`src/rtl/spi_pkg.sv`:
```
// Shared types and constants for the SPI register controller.
// Contents: FSM state enum, command byte bit positions, default idle byte.
package spi_pkg;

   typedef enum logic [1:0] {
      IDLE  = 2'd0,
      CMD   = 2'd1,
      WRITE = 2'd2,
      READ  = 2'd3
   } state_e;

   localparam int unsigned CMD_RD_BIT  = 7;
   localparam int unsigned CMD_INC_BIT = 6;

   localparam logic [7:0] IDLE_BYTE_DEF = 8'h00;

endpackage

```
`src/rtl/spi_regfile.sv`:
```
// Register array behind the SPI command controller.
// Ports:
//   clk        - system clock
//   clr_n_i    - synchronous active-low clear of every register
//   we_i       - write enable, writes wdata_i to regs[waddr_i]
//   waddr_i    - write address
//   wdata_i    - write data
//   spi_addr_i - SPI-side read address, spi_rdata_o combinational
//   host_addr_i- host-side read address, host_rdata_o combinational
module spi_regfile #(
   parameter int unsigned ADDR_W   = 4,
   parameter int unsigned NUM_REGS = 16
) (
   input  logic              clk,
   input  logic              clr_n_i,
   input  logic              we_i,
   input  logic [ADDR_W-1:0] waddr_i,
   input  logic [7:0]        wdata_i,
   input  logic [ADDR_W-1:0] spi_addr_i,
   output logic [7:0]        spi_rdata_o,
   input  logic [ADDR_W-1:0] host_addr_i,
   output logic [7:0]        host_rdata_o
);

   logic [7:0] regs_q [NUM_REGS];

   // Clear has priority over a write in the same cycle.
   always_ff @(posedge clk) begin
      if (!clr_n_i) begin
         for (int i = 0; i < NUM_REGS; i++) begin
            regs_q[i] <= 8'h00;
         end
      end else if (we_i) begin
         regs_q[waddr_i] <= wdata_i;
      end
   end

   assign spi_rdata_o  = regs_q[spi_addr_i];
   assign host_rdata_o = regs_q[host_addr_i];

endmodule

```
`src/rtl/spi_reg_ctrl.sv`:
```
// Command/register controller behind a byte-level SPI slave.
// Each chip-select frame is a command byte (bit7 read, bit6 auto-increment,
// low bits address) followed by write data or read dummy bytes.
// Ports:
//   clk, rst         - clock, synchronous active-low reset
//   ss               - chip select (active-low, already synchronized)
//   rx_valid/rx_data - received byte strobe and value
//   tx_data          - next byte to shift out (registered)
//   host_addr        - host read address; host_rdata combinational
//   wr_strobe/addr/data - pulse and record of the last SPI write
//   frame_bytes      - bytes accepted in current/last frame, saturating
module spi_reg_ctrl
   import spi_pkg::*;
#(
   parameter int unsigned ADDR_W    = 4,
   parameter int unsigned NUM_REGS  = 16,
   parameter logic [7:0]  IDLE_BYTE = IDLE_BYTE_DEF
) (
   input  logic              clk,
   input  logic              rst,
   input  logic              ss,
   input  logic              rx_valid,
   input  logic [7:0]        rx_data,
   output logic [7:0]        tx_data,
   input  logic [ADDR_W-1:0] host_addr,
   output logic [7:0]        host_rdata,
   output logic              wr_strobe,
   output logic [ADDR_W-1:0] wr_addr,
   output logic [7:0]        wr_data,
   output logic [7:0]        frame_bytes
);

   state_e              state_q, state_d;
   logic [ADDR_W-1:0]   addr_q, addr_d;
   logic                inc_q, inc_d;
   logic [7:0]          tx_q, tx_d;
   logic                wr_strobe_q, wr_strobe_d;
   logic [ADDR_W-1:0]   wr_addr_q, wr_addr_d;
   logic [7:0]          wr_data_q, wr_data_d;
   logic [7:0]          frame_q, frame_d;

   logic                accept_c;
   logic                we_c;
   logic [ADDR_W-1:0]   rd_addr_c;
   logic [7:0]          rd_data_c;
   logic                unused_cmd_bits;

   // Bits between the address field and the flag bits carry no meaning.
   assign unused_cmd_bits = ^rx_data;

   // A byte counts only while selected and past IDLE, so a byte racing ss rise is dropped.
   assign accept_c = rx_valid && !ss && (state_q != IDLE);

   // SPI read address: command address on the command byte, else the next read address.
   assign rd_addr_c = (state_q == CMD) ? rx_data[ADDR_W-1:0]
                                       : (inc_q ? addr_q + ADDR_W'(1) : addr_q);

   spi_regfile #(
      .ADDR_W   (ADDR_W),
      .NUM_REGS (NUM_REGS)
   ) u_regfile (
      .clk          (clk),
      .clr_n_i      (rst),
      .we_i         (we_c),
      .waddr_i      (addr_q),
      .wdata_i      (rx_data),
      .spi_addr_i   (rd_addr_c),
      .spi_rdata_o  (rd_data_c),
      .host_addr_i  (host_addr),
      .host_rdata_o (host_rdata)
   );

   // Next-state and datapath decode.
   always_comb begin
      state_d     = state_q;
      addr_d      = addr_q;
      inc_d       = inc_q;
      tx_d        = tx_q;
      wr_strobe_d = 1'b0;
      wr_addr_d   = wr_addr_q;
      wr_data_d   = wr_data_q;
      frame_d     = frame_q;
      we_c        = 1'b0;

      case (state_q)
         IDLE: begin
            if (!ss) begin
               state_d = CMD;
               frame_d = 8'h00;
            end
         end
         CMD: begin
            if (accept_c) begin
               addr_d = rx_data[ADDR_W-1:0];
               inc_d  = rx_data[CMD_INC_BIT];
               if (rx_data[CMD_RD_BIT]) begin
                  state_d = READ;
                  tx_d    = rd_data_c;
               end else begin
                  state_d = WRITE;
               end
            end
         end
         WRITE: begin
            if (accept_c) begin
               we_c        = 1'b1;
               wr_strobe_d = 1'b1;
               wr_addr_d   = addr_q;
               wr_data_d   = rx_data;
               if (inc_q) addr_d = addr_q + ADDR_W'(1);
            end
         end
         READ: begin
            if (accept_c) begin
               addr_d = rd_addr_c;
               tx_d   = rd_data_c;
            end
         end
         default: state_d = IDLE;
      endcase

      if (accept_c && (frame_q != 8'hFF)) frame_d = frame_q + 8'd1;

      if (ss) state_d = IDLE;

      if ((state_d == IDLE) || (state_d == CMD)) tx_d = IDLE_BYTE;
   end

   // State and output registers.
   always_ff @(posedge clk) begin
      if (!rst) begin
         state_q     <= IDLE;
         addr_q      <= '0;
         inc_q       <= 1'b0;
         tx_q        <= IDLE_BYTE;
         wr_strobe_q <= 1'b0;
         wr_addr_q   <= '0;
         wr_data_q   <= 8'h00;
         frame_q     <= 8'h00;
      end else begin
         state_q     <= state_d;
         addr_q      <= addr_d;
         inc_q       <= inc_d;
         tx_q        <= tx_d;
         wr_strobe_q <= wr_strobe_d;
         wr_addr_q   <= wr_addr_d;
         wr_data_q   <= wr_data_d;
         frame_q     <= frame_d;
      end
   end

   assign tx_data     = tx_q;
   assign wr_strobe   = wr_strobe_q;
   assign wr_addr     = wr_addr_q;
   assign wr_data     = wr_data_q;
   assign frame_bytes = frame_q;

endmodule

```
`config.mk`:
```
export PLATFORM = sky130hd
export DESIGN_NAME = spi_reg_ctrl
export DESIGN_NICKNAME = d
export VERILOG_FILES = /design/src/rtl/spi_pkg.sv /design/src/rtl/spi_regfile.sv /design/src/rtl/spi_reg_ctrl.sv
export SDC_FILE = /design/constraint.sdc
export NUM_CORES = 1
export LEC_CHECK = 0
export BUFFER_PORTS_ARGS = -buffer_cell sky130_fd_sc_hd__buf_4
export CORE_ASPECT_RATIO = 0.75
export CORE_MARGIN = 1
export CORE_UTILIZATION = 50
export CTS_BUF_LIST = sky130_fd_sc_hd__clkbuf_8 sky130_fd_sc_hd__clkbuf_16
export DETAILED_ROUTE_END_ITERATION = 10
export PLACE_DENSITY = 0.67
export SETUP_SLACK_MARGIN = 0.1
export SYNTH_ARGS = -nofsm -noshare
export SYNTH_HDL_FRONTEND = slang
export SYNTH_SLANG_ARGS = --single-unit
export TNS_END_PERCENT = 50
```
`constraint.sdc`:
```
create_clock -name clk -period 3.6 [get_ports clk]
set_clock_uncertainty 0.15 [all_clocks]
set_input_delay 1.08 -clock clk [delete_from_list [all_inputs] [get_ports clk]]
set_output_delay 1.08 -clock clk [all_outputs]
set_load 0.05 [all_outputs]
```
-- Word-level counts from Yosys, hierarchy flattened
Memory sizes are Yosys's and may differ from the RTL's.
Cells that the tools add are included.
- $add $sub $neg: 2
- equality and inequality tests: 10
- mux-type cells: 26
- bitwise logic cells: 1
- reduce and logical (&&, ||, !) cells: 18
- operators by type and width (kind ; count):
    $mux 8 ; 7
    $mux 4 ; 6
    $pmux 8 s2 ; 1
    $pmux 4 s3 ; 1
    $add 8x1->8 const B ; 1
    $mux 1 ; 8
    $ne 2x2->1 const B ; 4
    $ne 8x8->1 const B ; 1
    $reduce_and 4->1 ; 2
    $reduce_or 8->1 ; 1
    $reduce_and 2->1 ; 3
    $reduce_bool 2->1 ; 3
    $add 4x1->4 const B ; 1
    $eq 2x1->1 const B ; 2
    $eq 2x2->1 const B ; 2
    $logic_not 2->1 ; 2
    $mux 2 ; 2
    $pmux 2 s2 ; 1
    $logic_and 1x1->1 ; 3
    $reduce_bool 3->1 ; 1
    $ne 2x1->1 const B ; 1
    $reduce_or 2->1 ; 1
    $logic_not 1->1 ; 1
    $logic_or 1x1->1 ; 1
    $not 1->1 ; 1
- bits in registers: 36
- RAM bits: 128
- input port bits: 16
- output and inout port bits: 37
- word-level logic and storage cells: 66
- memories: 1
- memory list (name ; depth ; bits a word ; read ports ; clocked after Yosys merged registers in ; write ports ; line ; text):
    u_regfile.regs_q ; 16 ; 8 ; 2 ; 0 ; 16 ; spi_regfile.sv:25 ; logic [7:0] regs_q [NUM_REGS];

-- Depth between registers and ports, before layout
- depth in word-level cells: 10
- mapped depth: 9
- gate-level depth less buffers: 7

-- Modules after synthesis
Synthesis repeated with hierarchy kept, for this count alone.
- cell total of the unflattened synthesis: 649
- area, all modules: 8687.1 µm²
- by module, submodules not included (module ; instances ; cells each ; area each (µm²) ; sequential area each (µm²)):
    spi_regfile ; 1 ; 445 ; 6941.7 ; 3843.7
    spi_reg_ctrl ; 1 ; 204 ; 1745.4 ; 720.7

-- Worst setup path before layout
Ideal clock, no wire load.
- kind: input port to output port
- start: in host_addr[0]
- end: out host_rdata[0]
- arrival time: 2770 ps
- data required time: 2370 ps
- slack: -400 ps
- stages on the path: 5
- path buffers: 3
- path through: buf_2 -> buf_1 -> buf_2 -> mux4_2 -> mux4_2
- longest elaborated chain between the ends: 1
- ends and longest elaborated chain (item ; line ; text):
    start: declaration ; spi_reg_ctrl.sv:25 ; input logic [ADDR_W-1:0] host_addr,
    $mem_v2 16x8 ; - ;
    end: declaration ; spi_reg_ctrl.sv:26 ; output logic [7:0] host_rdata,
Every way passes these cells.

-- Worst setup path in the final report
- start: in host_addr[1]
- end: out host_rdata[5]
The elaborated chain is that of the path after synthesis.

==> metrics.md <==
| Metric | Value |
|---|---|
| FF+latch count, synth | `164` |
| Hold_buf cts | `0` |
| WL final | `26800 microns` |
| Compound-Gate Fraction of Synth Area | `12.8%` |
| Clock-pin slew on the worst setup and hold paths | `0.06 ns` |
| Max FO, Critical Path | `7` |
| R2R setup slack | `0.32 ns` |
| Final HPWL DP | `19800 microns` |
| Synth Instances | `742` |
| Largest family of logic cells by synthesized area | `simple AND/OR/NAND/NOR gates` |
| DRC | `0` |
| Setup fix buffers added after clock tree synthesis | `0` |
| Reg2reg path depth | `8` |
| Hold crit path type | `flop to flop` |
| Layout cell share with drive strength beyond 1 | `25.2%` |
| Placer Congestion | `1.00` |
| DIE HEIGHT | `119 microns` |
| Total congestion overflow | `0` |
| Worst Setup Slack, final | `-0.183 ns` |
| Drt via density | `6.34` |
| Relative slew slack | `44.7%` |
| Worst EP arrival | `2.55 ns` |
| Highest routed layer | `met4` |
| Pleak | `3.81 nW` |
| Crit Path Category | `input port to primary output` |
| Metal2 WL | `12200 microns` |
| Critical Path Sink Type | `primary output` |
| Area of the multi-input gates | `4250 sq um` |
| HP Start | `wr_data[7]` |
| TritonCTS buffer count | `17` |
| Synth area leaders | `edfxtp_1 42%, mux4_2 12%, and2_1 9.0%` |
| Pin count of the biggest net entering global routing | `37` |
| Initial Util | `51.4%` |
| Dpl cells | `1021` |
| Synth warn | `0` |
| Clk pwr share | `39.2%` |
| Sink Count | `164` |
| Required @ worst endpoint | `2.37 ns` |
| Sequential-to-total area share from yosys stat | `50.0%` |
| Number of enable flip-flop cells after synthesis | `128` |
| IO buf count | `52` |
| Vias | `6678` |
| Maximum root-to-sink buffer count | `2` |
| Synth Area in XOR/XNOR | `0.768%` |
| Crit Reg-Reg Endpoint | `tx_data[2]` |
| Adder-cell share of the synthesized area | `1.23%` |
| Antenna Cells | `0` |
| Antenna violations before repair | `0` |
| Die Width | `158 microns` |
| FF/Latch Area | `4560 sq um` |
| Final std cells w/o fill | `1054` |
| Final setup viols | `8` |
| # IOs | `53` |
| Routed wl met3 | `2770 microns` |
| Switching share of power | `27.1%` |
| Cell variety after synth | `53` |
| Outcome | `finished with violations` |
| Routed met1 length | `11300 microns` |
| Peak supply drop | `277 uV` |
| Hold Slack | `0.312 ns` |
| TritonCTS clock tree | `yes` |
| Hold Fails Final Rpt | `0` |
| FFs w/ async S/R, synth | `0%` |
| Synth top area share | `42.1%` |
| Hold endpoint | `wr_data[7]` |
| Vias in the first global route | `6420` |
| RSZ-0062 raised after global routing | `yes` |
| Reg power frac | `48.5%` |
| Skew-Pair Late Insertion Delay | `0.43 ns` |
| Post-synthesis mux area share | `15.8%` |
| Tcrit/Tclk final | `105%` |
| Area growth syn-to-layout | `14.9%` |
| Setup TNS | `-1.11 ns` |
| Worst hold path cell count | `2` |
| H-Tree Depth | `4` |
| Power Internal | `3.23 mW` |
| Max_cap viols | `0` |
| Fill count | `1461` |
| Synth Area in Simple Gates | `16.0%` |
| Die ar. | `18800 sq um` |
| Final Critical Period | `3.78 ns` |
| Reg2reg start | `state_q[1]` |
| Final net count | `824` |
| Slew Limit Fails | `0` |
| Core area | `17800 sq um` |
| Drt first pass iters | `5` |
| F_max | `264 MHz` |
| Post-DR wirelength/cell | `25.4 microns` |
| Avg Inst Size Synth | `12.3 sq um` |
| Ys flop type | `edfxtp_1` |
| Synth Net Count | `767` |
| Row count | `42` |
| Power Density | `423 nW/um^2` |
| Total Routing Usage GR | `30.1%` |
| Netlist Area Pre-Place | `9130 sq um` |
| Failing checks | `negative setup slack` |
| First-pass GRT wire length | `40200 microns` |
| Slew @ Worst Pin | `0.829 ns` |
| CTS Root Cell | `clkbuf_16` |
| ANT nets after route | `0` |
| Drt first-iter violations | `665` |
| Yosys top cell by area | `edfxtp_1` |
| Logic pwr share | `12.3%` |
| Switch Pwr | `1.20 mW` |
| Critical path launch point type | `input port` |
[cell type report]
type / instances / area share [%]
Clock inverter: 14 / 1.10
Sequential cell: 164 / 43.5
Timing Repair Buffer: 91 / 7.37
Tap cell: 242 / 2.89
Clock buffer: 18 / 4.19
Inverter: 11 / 0.394
Multi-Input combinational cell: 514 / 40.6
[layout by cell type, fill, tap and decap left out, types with 3 or more instances in the layout]
cell type  count
a2111oi_0      4
a211oi_1      21
a211oi_2       7
a21boi_0      12
a21oi_1       19
a311oi_1       9
and2_1       132
buf_4         77
buf_6         10
clkbuf_16     17
clkinv_4       3
dfxtp_1       36
edfxtp_1     128
ha_1           9
inv_1         10
inv_6          6
mux2_2        11
mux2i_1       19
mux4_2        47
nand2_1       68
nand2b_1      18
nand3_1        5
nor2_1        21
nor2b_1       10
nor3_2         4
o2111ai_1      3
o211a_1        3
o211ai_1      30
o21ai_0       17
o221a_2        6
o311ai_0       8
xnor2_1        6
[power groups by stage]
| stage | registers [mW] | logic [mW] | clock network, mW |
|---|---|---|---|
| after floorplan | 2.15 | 0.385 | 0 |
| after global placement | 2.19 | 0.507 | 0 |
| after detailed placement | 2.19 | 0.520 | 0 |
| after CTS | 2.15 | 0.539 | 1.75 |
| after global routing | 2.15 | 0.575 | 1.82 |
| final | 2.15 | 0.545 | 1.74 |
[stage by stage]
stage	cell area [sq um]	utilization, %	setup WS [ns]	power (mW)
CTS	10500	59.0	-0.185	4.44
detailed placement	9850	55.5	-0.266	2.71
finish	10500	59.1	-0.183	4.43
floorplan	9200	-	-0.0952	2.54
global placement	9850	55.5	-0.222	2.70
global route	10500	59.1	-0.190	4.55
[worst max-delay path, stage by stage]
cell and delay, ns:
buf_12 0.11, buf_12 0.13, mux4_2 0.51, mux4_2 0.53, buf_8 0.18
[routing by layer]
metal,vias up,GRT usage (%)
met5,-,0
met4,0,7.69
met3,33,8.08
met2,369,45.5
met1,3345,43.0
li1,2931,-
[synth_stat cells, types with 3 or more instances]
cell type / count
and2_1: 132
edfxtp_1: 128
nand2_1: 68
mux4_2: 47
dfxtp_1: 36
o211ai_1: 30
clkbuf_1: 25
a211oi_1: 21
nor2_1: 21
a21oi_1: 19
mux2i_1: 19
nand2b_1: 18
o21ai_0: 17
buf_2: 15
a21boi_0: 12
mux2_2: 11
inv_1: 10
nor2b_1: 10
a311oi_1: 9
ha_1: 9
o311ai_0: 8
a211oi_2: 7
buf_1: 6
o221a_2: 6
xnor2_1: 6
nand3_1: 5
a2111oi_0: 4
nor3_2: 4
buf_4: 3
o2111ai_1: 3
o211a_1: 3
[worst max path at each step]
| stage | depth (start not counted) | slack (ns) | endpoint | startpoint |
|---|---|---|---|---|
| floorplan | 4 | -0.1 | host_rdata[1] | host_addr[1] |
| global placement | 5 | -0.22 | host_rdata[2] | host_addr[1] |
| detailed placement | 5 | -0.27 | host_rdata[5] | host_addr[1] |
| CTS | 5 | -0.18 | host_rdata[5] | host_addr[1] |
| global route | 5 | -0.19 | host_rdata[5] | host_addr[1] |
| finish | 5 | -0.18 | host_rdata[5] | host_addr[1] |
[cell families (layout without fill, tap and decap cells)]
| kind of cell | count (synthesis) | count (layout) |
|---|---|---|
| and+or+nand+nor | 264 | 264 |
| DFF | 164 | 164 |
| AOI/OAI and AO/OA | 153 | 153 |
| muxes | 80 | 80 |
| buffers and inverters | 64 | 134 |
| adders and majority gates | 9 | 9 |
| xor gates and xnor gates | 8 | 8 |
[registers in the layout, indices dropped and copies added (netlist names), 2 cells and up]
register,count
wr_addr,4
u_regfile.regs_q,128
tx_data,8
addr_q,4
state_q,2
wr_data,8
frame_bytes,8
[what timing repair did]
| item | 4_1_cts | 5_1_grt |
|---|---|---|
| cloned | 1 | 0 |
| gates resized for setup | 15 | 1 |
| endpoints found under the setup margin | 8 | 8 |
| pin swaps | 0 | 0 |
(Power assumes the default switching activity.)
